[config.mk]
export PLATFORM = sky130hd
export DESIGN_NAME = bp_wb_ctrl
export DESIGN_NICKNAME = d
export VERILOG_FILES = /design/src/rtl/bp_wb_ctrl.sv
export SDC_FILE = /design/constraint.sdc
export NUM_CORES = 1
export LEC_CHECK = 0
export ABC_AREA = 0
export CAP_MARGIN = 40
export CELL_PAD_IN_SITES_DETAIL_PLACEMENT = 0
export CELL_PAD_IN_SITES_GLOBAL_PLACEMENT = 1
export CORE_ASPECT_RATIO = 0.75
export CORE_MARGIN = 5
export CORE_UTILIZATION = 40
export CTS_CLUSTER_SIZE = 10
export DETAILED_ROUTE_END_ITERATION = 12
export PLACE_DENSITY = 0.72
export SETUP_SLACK_MARGIN = 0.5
export SYNTH_ARGS = -nofsm -noshare
export SYNTH_HDL_FRONTEND = slang
export SYNTH_SLANG_ARGS = --single-unit
[constraint.sdc]
create_clock -name clk -period 11.53 [get_ports clk]
set_input_delay 2.306 -clock clk [delete_from_list [all_inputs] [get_ports clk]]
set_output_delay 2.306 -clock clk [all_outputs]
set_load 0.02 [all_outputs]
[src/rtl/bp_wb_ctrl.sv]
// Write-back sequencer: walks one output-buffer bank, issues two column-group
// reads per address under a credit limit, and streams the words out on AXI4-Stream.
module bp_wb_ctrl #(
  parameter int BP_COLS          = 18,
  parameter int BP_OUT_BUF_DEPTH = 9,
  parameter int RD_LAT           = 2,
  parameter int FIFO_DEPTH       = 4
) (
  input  logic                                  clk,
  input  logic                                  rst_n,
  input  logic                                  start,
  input  logic [BP_OUT_BUF_DEPTH-1:0]           num_rows,
  input  logic                                  bank_sel,
  output logic                                  busy,
  output logic                                  done,
  output logic [2:0]                            bp_out_buf_wb_en,
  output logic [BP_COLS*BP_OUT_BUF_DEPTH-1:0]   bp_out_buf_wb_addr,
  output logic                                  bp_out_buf_wb_sel,
  input  logic [127:0]                          bp_out_wb_data,
  output logic [127:0]                          m_axis_wb_tdata,
  output logic                                  m_axis_wb_tvalid,
  input  logic                                  m_axis_wb_tready,
  output logic                                  m_axis_wb_tlast
);

  localparam int DATA_W = 128;
  localparam int AW     = BP_OUT_BUF_DEPTH;
  localparam int PTR_W  = $clog2(FIFO_DEPTH);
  localparam int CNT_W  = $clog2(FIFO_DEPTH + 1);
  localparam logic [CNT_W:0] DEPTH_C = (CNT_W+1)'(FIFO_DEPTH);

  typedef enum logic [1:0] {IDLE, ISSUE, DRAIN, DONE} state_t;

  state_t            state, state_nxt;
  logic [AW-1:0]     rows, addr_cnt;
  logic              grp;
  logic [CNT_W-1:0]  fifo_count, inflight;
  logic [CNT_W:0]    credit_used;
  logic              issue, last_issue, push, push_last, pop, head_last;
  logic [RD_LAT-1:0] vld_p, last_p;
  logic [PTR_W-1:0]  wr_ptr, rd_ptr;
  logic [DATA_W-1:0] fifo_data [FIFO_DEPTH];
  logic              fifo_last [FIFO_DEPTH];

  // Issue stage: a read goes out only if its word is guaranteed a FIFO slot on arrival.
  assign credit_used = {1'b0, fifo_count} + {1'b0, inflight};
  assign issue       = (state == ISSUE) && (credit_used < DEPTH_C);
  assign last_issue  = grp && (addr_cnt == rows - AW'(1));

  assign bp_out_buf_wb_en   = {2'b00, grp};
  assign bp_out_buf_wb_addr = {BP_COLS{addr_cnt}};

  // Arrival stage: end of the read-latency delay line writes the FIFO.
  assign push      = vld_p[RD_LAT-1];
  assign push_last = last_p[RD_LAT-1];

  // Output stage
  assign head_last        = fifo_last[rd_ptr];
  assign m_axis_wb_tvalid = (fifo_count != '0);
  assign m_axis_wb_tdata  = m_axis_wb_tvalid ? fifo_data[rd_ptr] : '0;
  assign m_axis_wb_tlast  = m_axis_wb_tvalid & head_last;
  assign pop              = m_axis_wb_tvalid & m_axis_wb_tready;

  always_comb begin
    state_nxt = state;
    case (state)
      IDLE:  if (start) state_nxt = (num_rows == '0) ? DONE : ISSUE;
      ISSUE: if (issue && last_issue) state_nxt = DRAIN;
      DRAIN: if (pop && head_last) state_nxt = DONE;
      DONE:  state_nxt = IDLE;
      default: state_nxt = IDLE;
    endcase
  end

  always_ff @(posedge clk or negedge rst_n) begin
    if (!rst_n) begin
      state             <= IDLE;
      busy              <= 1'b0;
      done              <= 1'b0;
      rows              <= '0;
      addr_cnt          <= '0;
      grp               <= 1'b0;
      bp_out_buf_wb_sel <= 1'b0;
      vld_p             <= '0;
      inflight          <= '0;
      fifo_count        <= '0;
      wr_ptr            <= '0;
      rd_ptr            <= '0;
    end else begin
      state <= state_nxt;
      done  <= (state == DONE);
      if (state == IDLE && start) begin
        rows              <= num_rows;
        bp_out_buf_wb_sel <= bank_sel;
        addr_cnt          <= '0;
        grp               <= 1'b0;
        busy              <= 1'b1;
      end else if (state == DONE) begin
        busy <= 1'b0;
      end
      // The final issue leaves the counters parked so wb_en/wb_addr hold.
      if (issue && !last_issue) begin
        grp <= ~grp;
        if (grp) addr_cnt <= addr_cnt + AW'(1);
      end
      vld_p[0] <= issue;
      for (int i = 1; i < RD_LAT; i++) vld_p[i] <= vld_p[i-1];
      case ({issue, push})
        2'b10:   inflight <= inflight + CNT_W'(1);
        2'b01:   inflight <= inflight - CNT_W'(1);
        default: inflight <= inflight;
      endcase
      case ({push, pop})
        2'b10:   fifo_count <= fifo_count + CNT_W'(1);
        2'b01:   fifo_count <= fifo_count - CNT_W'(1);
        default: fifo_count <= fifo_count;
      endcase
      if (push) wr_ptr <= wr_ptr + PTR_W'(1);
      if (pop)  rd_ptr <= rd_ptr + PTR_W'(1);
    end
  end

  always_ff @(posedge clk) begin
    last_p[0] <= issue & last_issue;
    for (int i = 1; i < RD_LAT; i++) last_p[i] <= last_p[i-1];
    if (push) begin
      fifo_data[wr_ptr] <= bp_out_wb_data;
      fifo_last[wr_ptr] <= push_last;
    end
  end

endmodule

### Yosys cells after proc, flatten, opt, wreduce, memory -nomap -nowiden

Memory sizes are Yosys's and may differ from the RTL's.
Cells that the tools add are included.

| word-level totals | value |
|---|---|
| register bits after elaboration | 38 |
| bits in latches | 0 |
| bits in writable memories | 516 |
| memory bits (read-only) | 0 |
| input port bits | 142 |
| output and inout bits | 298 |
| logic and storage cells | 72 |
| memories kept | 2 |

Memories:

| memory | words | bits a word | rd ports | clocked after memory_dff | write ports | RTL line | source |
|---|---|---|---|---|---|---|---|
| fifo_data | 4 | 128 | 1 | 0 | 1 | 42 | `logic [DATA_W-1:0] fifo_data [FIFO_DEPTH];` |
| fifo_last | 4 | 1 | 1 | 0 | 1 | 43 | `logic fifo_last [FIFO_DEPTH];` |

| operators by class | value |
|---|---|
| add/sub/neg operators | 9 |
| multipliers | 0 |
| divide/modulo/power cells | 0 |
| order comparisons | 1 |
| equal/unequal tests | 11 |
| shift operators | 0 |
| muxes and demuxes | 17 |
| bitwise operators | 4 |
| reductions and logical operators | 15 |

Operator list:

| kind | number |
|---|---|
| 2-to-1 mux 128 bit | 1 |
| 2-to-1 mux 9 bit | 3 |
| one-hot mux 3 bit (2 select lines) | 2 |
| adder 9 x 1 -> 9 bit (second input constant) | 1 |
| equality test 9 bit | 1 |
| logical NOT 9 bit | 1 |
| subtractor 9 x 1 -> 9 bit (second input constant) | 1 |
| equality test 2 bit (second input constant) | 4 |
| 2-to-1 mux 2 bit | 4 |
| one-hot mux 2 bit (4 select lines) | 1 |
| nonzero test 2 bit | 4 |
| adder 3 x 1 -> 3 bit (second input constant) | 2 |
| equality test 2 x 1 -> 1 bit (second input constant) | 3 |
| logical AND 1 bit | 6 |
| 2-to-1 mux 1 bit | 6 |
| subtractor 3 x 1 -> 3 bit (second input constant) | 2 |
| adder 2 x 1 -> 2 bit (second input constant) | 2 |
| adder 3 x 3 -> 4 bit | 1 |
| less-than comparator 4 x 3 -> 1 bit (second input constant) | 1 |
| != test 2 bit (second input constant) | 2 |
| AND 1 bit | 3 |
| AND reduction 3 bit | 1 |
| nonzero test 3 bit | 1 |
| logical NOT 2 bit | 1 |
| 3 further kinds | 3 |

### Longest topological paths before layout

| depth | value |
|---|---|
| word-level depth | 6 |
| gate-level depth with buffers | 11 |
| depth with buffers taken out | 11 |

### Least setup slack after synthesis

No wires, ideal clock.

| path | value |
|---|---|
| path kind | flip-flop to output port |
| from | reg rd_ptr[0] |
| to | out m_axis_wb_tdata[19] |
| data arrival time | 1.810 ns |
| data required time | 9.224 ns |
| setup slack | 7.414 ns |
| cell stages (with the launch flop) | 5 |
| path buffers | 2 |
| path through | dfrtp_1 > clkbuf_1 > clkbuf_1 > mux4_2 > and2_1 |

| between the ends | value |
|---|---|
| cells in the longest elaborated chain, start to end | 2 |

RTL lines:

| what | RTL line | source |
|---|---|---|
| from (decl) | 41 | `logic [PTR_W-1:0] wr_ptr, rd_ptr;` |
| from (signal assigned) | 119 | `if (pop) rd_ptr <= rd_ptr + PTR_W'(1);` |
| memory (4 x 128 bit) | - |  |
| 2-to-1 mux 128 bit | 60 | `assign m_axis_wb_tdata = m_axis_wb_tvalid ? fifo_data[rd_ptr] : '0;` |
| to (decl) | 20 | `output logic [127:0] m_axis_wb_tdata,` |

Every way passes these cells.

### Worst setup path in the final report

| path | value |
|---|---|
| from | reg rd_ptr[0] |
| to | out m_axis_wb_tdata[13] |

The elaborated chain is that of the path after synthesis.

==> summary.txt <==
P_int -> 4840 µW
post-CTS setup buffers -> 0
max-slew violation count -> 0
worst vdd ir -> 0.191 mV
Post-route DRC -> 0
worst hold-check path type -> flip-flop to flip-flop
Clock Latency Late Sink -> 0.59 ns
DP HPWL -> 31.2 mm
CP most frequent cell -> buf_12
global-route wire length before repair -> 75.5 mm
slew margin rel. -> 41.5%
TNS Setup -> 0 ns
CTS root buffer -> clkbuf_16
CTS max path bufs -> 3
Period Utilization, post-route -> 51.9%
Nets -> 1671
Die Area -> 61800 µm²
Crit path largest cell delay -> 0.73 ns
total gr overflow -> 0
placement-stage cell area -> 27100 µm²
drt total wl -> 49.5 mm
Final Instance Area -> 28900 µm²
H-tree depth -> 3
CTS tree -> built
Post-Synthesis Cells -> 1188
Synth Warn # -> 0
largest net degree at the start of global routing -> 69
Setup CP Type -> flip-flop to primary output
final count of hold timing violations -> 0
DR WL/cell -> 21.9 µm
Hold-fix buffers, CTS -> 0
RSZ-0062 raised after global routing -> false
EDFF count, synth -> 516
Boundary Pins -> 440
sw frac -> 31.4%
initial antenna violation count -> 9
Seq/Total Area, Yosys -> 72.2%
Fmax -> 0.167 GHz
critical path's top delay family -> buffers and inverters
Sink Count -> 554
crit path launch type -> flip-flop
commonest non-fill, non-tap cell in the layout -> edfxtp_1
leakage power -> 0.00947 µW
Worst path slowest cell -> dfrtp_4
Avg Cell Area, Syn -> 19.2 µm²
core area -> 56100 µm²
Worst Setup End Kind -> primary output
clock slew at reported path FFs -> 0.06 ns
DR iter-0 viols -> 656
Syn Std Cell Area -> 22800 µm²
PwrDens -> 244 nW/µm²
Layout Area Growth over Synthesis -> 27.0%
vias in the first global route -> 12400
die width -> 285 µm
Min Clock Period, post-route -> 5.99 ns
Clock Power Share -> 25.5%
overall routing resource usage -> 15.9%
crit-path max FO -> 24
initial core utilization -> 40.6%
Tightest Pin Transition -> 0.877 ns
TritonRoute pass-1 iters -> 5
worst path cell trace -> buf_12, buf_4, buf_12, mux4_2, and2_1, clkdlybuf4s50_1
Max Cap Violations -> 0
Via density -> 5.00
Post-DRT Antenna Nets -> 0
worst path required time -> 9.22 ns
cts repair resizes -> 0
WP buf/inv -> 4
async set or reset register ratio after synthesis -> 6.50%
IO Port Bufs -> 437
row cnt -> 75
Cell variety after synth -> 45
crit path DAT -> 3.68 ns
Comb power frac -> 38.4%
GPL Wtd Cong -> 0.736
Final setup viols -> 0
commonest non-fill, non-tap cells in the layout -> edfxtp_1, clkdlybuf4s50_1, and2_1, mux4_2, clkbuf_16
Vias -> 11300
non-filler instance count after layout -> 2265
share of cells above drive strength 1 -> 16.8%
die height -> 217 µm
clk_skew -> 0.0249 ns
Sequential Power Share -> 36.1%
status -> finished, final reports clean
register bit total from synthesis -> 554
Switch Pwr -> 2220 µW
Post-synth top flop -> edfxtp_1
Cells after DPL -> 2175
TritonCTS Buffers -> 66
## worst paths after layout
| check | from | to | slack (ns) | depth (start not counted) |
|---|---|---|---|---|
| setup reg to reg | wr_ptr[0] | fifo_data[0][85] | 8.85 | 7 |
| hold reg to reg | last_p[0] | last_p[1] | 0.33 | 0 |
| hold / removal | last_p[0] | last_p[1] | 0.33 | 0 |
| max in group asynchronous | rst_n | rd_ptr[0] | 8.98 | 2 |
| min in group asynchronous | rst_n | addr_cnt[0] | 2.16 | 2 |
| setup / recovery | rd_ptr[0] | m_axis_wb_tdata[13] | 5.54 | 6 |
## state kept, by name, summed over array words and instances (netlist names)
register / cells
done: 1
last_p: 2
fifo_last: 4
bp_out_buf_wb_sel: 1
wr_ptr: 2
rows: 9
state: 2
addr_cnt: 9
vld_p: 2
busy: 1
fifo_count: 3
grp: 1
fifo_data: 512
inflight: 3
rd_ptr: 2
## metrics by stage
step                total power (µW)  setup slack, ns  hold WS [ns]  util, %
detailed placement              5360             6.02         0.316     48.2
CTS                             7190             5.37         0.330     51.5
global placement                5280             5.79         0.315     47.8
global route                    7430             5.21         0.334     51.5
floorplan                       4210             7.41         0.310        -
finish                          7060             5.54         0.327     51.5
## power by group through the flow
stage,Sequential [µW],Combinational [µW],Clock [µW]
after global placement,2640,2630,0
after detailed placement,2590,2760,0
final,2550,2710,1800
after CTS,2550,2780,1860
after floorplan,2550,1660,0
after global routing,2580,2910,1940
## cells in the mapped netlist (3+ instances only)
cell type,count,area share [%]
a31o_2,3,0.12
a32o_1,4,0.18
nand4_1,3,0.082
inv_1,19,0.31
a31oi_1,3,0.082
nor3_1,5,0.11
nor2_1,8,0.13
and2_1,134,3.7
nand2_1,12,0.20
mux4_2,129,13
mux2_2,10,0.49
buf_2,11,0.24
ha_1,15,0.82
xor2_1,13,0.50
dfrtp_1,36,4.0
a21oi_1,4,0.088
or3_1,3,0.082
buf_1,7,0.12
mux2i_1,5,0.22
clkbuf_1,32,0.53
edfxtp_1,516,68
o21ai_0,11,0.24
buf_4,156,5.1
nand3_1,14,0.31
xnor2_1,8,0.31
## cells by family (layout without fill, tap and decap cells)
| kind of cell | Yosys count | count (layout) | synth area share (%) |
|---|---|---|---|
| compound gates | 32 | 32 | 0.946 |
| xor+xnor | 21 | 21 | 0.808 |
| fa+ha+maj | 17 | 17 | 1.00 |
| buf+inv | 225 | 567 | 6.34 |
| flops | 554 | 554 | 72.2 |
| mux | 144 | 144 | 13.5 |
| other cells | 1 | 5 | 0.0165 |
| simple gates | 194 | 194 | 5.18 |
## routing by layer
metal,vias to the layer above,share of wire [%],GRT usage (%)
met5,-,0.19,0
met4,12,1.8,4.14
met3,81,6.9,4.92
met2,340,47,24.9
met1,5793,44,21.9
li1,5088,-,-
## area by class of cell
| cell class | count | area (µm²) |
|---|---|---|
| Fill cell | 4520 | 27200 |
| Antenna cell | 3 | 7.51 |
| Tap cell | 731 | 915 |
| Sequential cell | 554 | 16400 |
| Multi-Input combinational cell | 410 | 4900 |
| Clock buffer | 79 | 1740 |
| Clock inverter | 8 | 88.8 |
| Inverter | 19 | 71.3 |
| Timing Repair Buffer | 461 | 4740 |
Note: power is estimated with default switching activity, not from simulation.
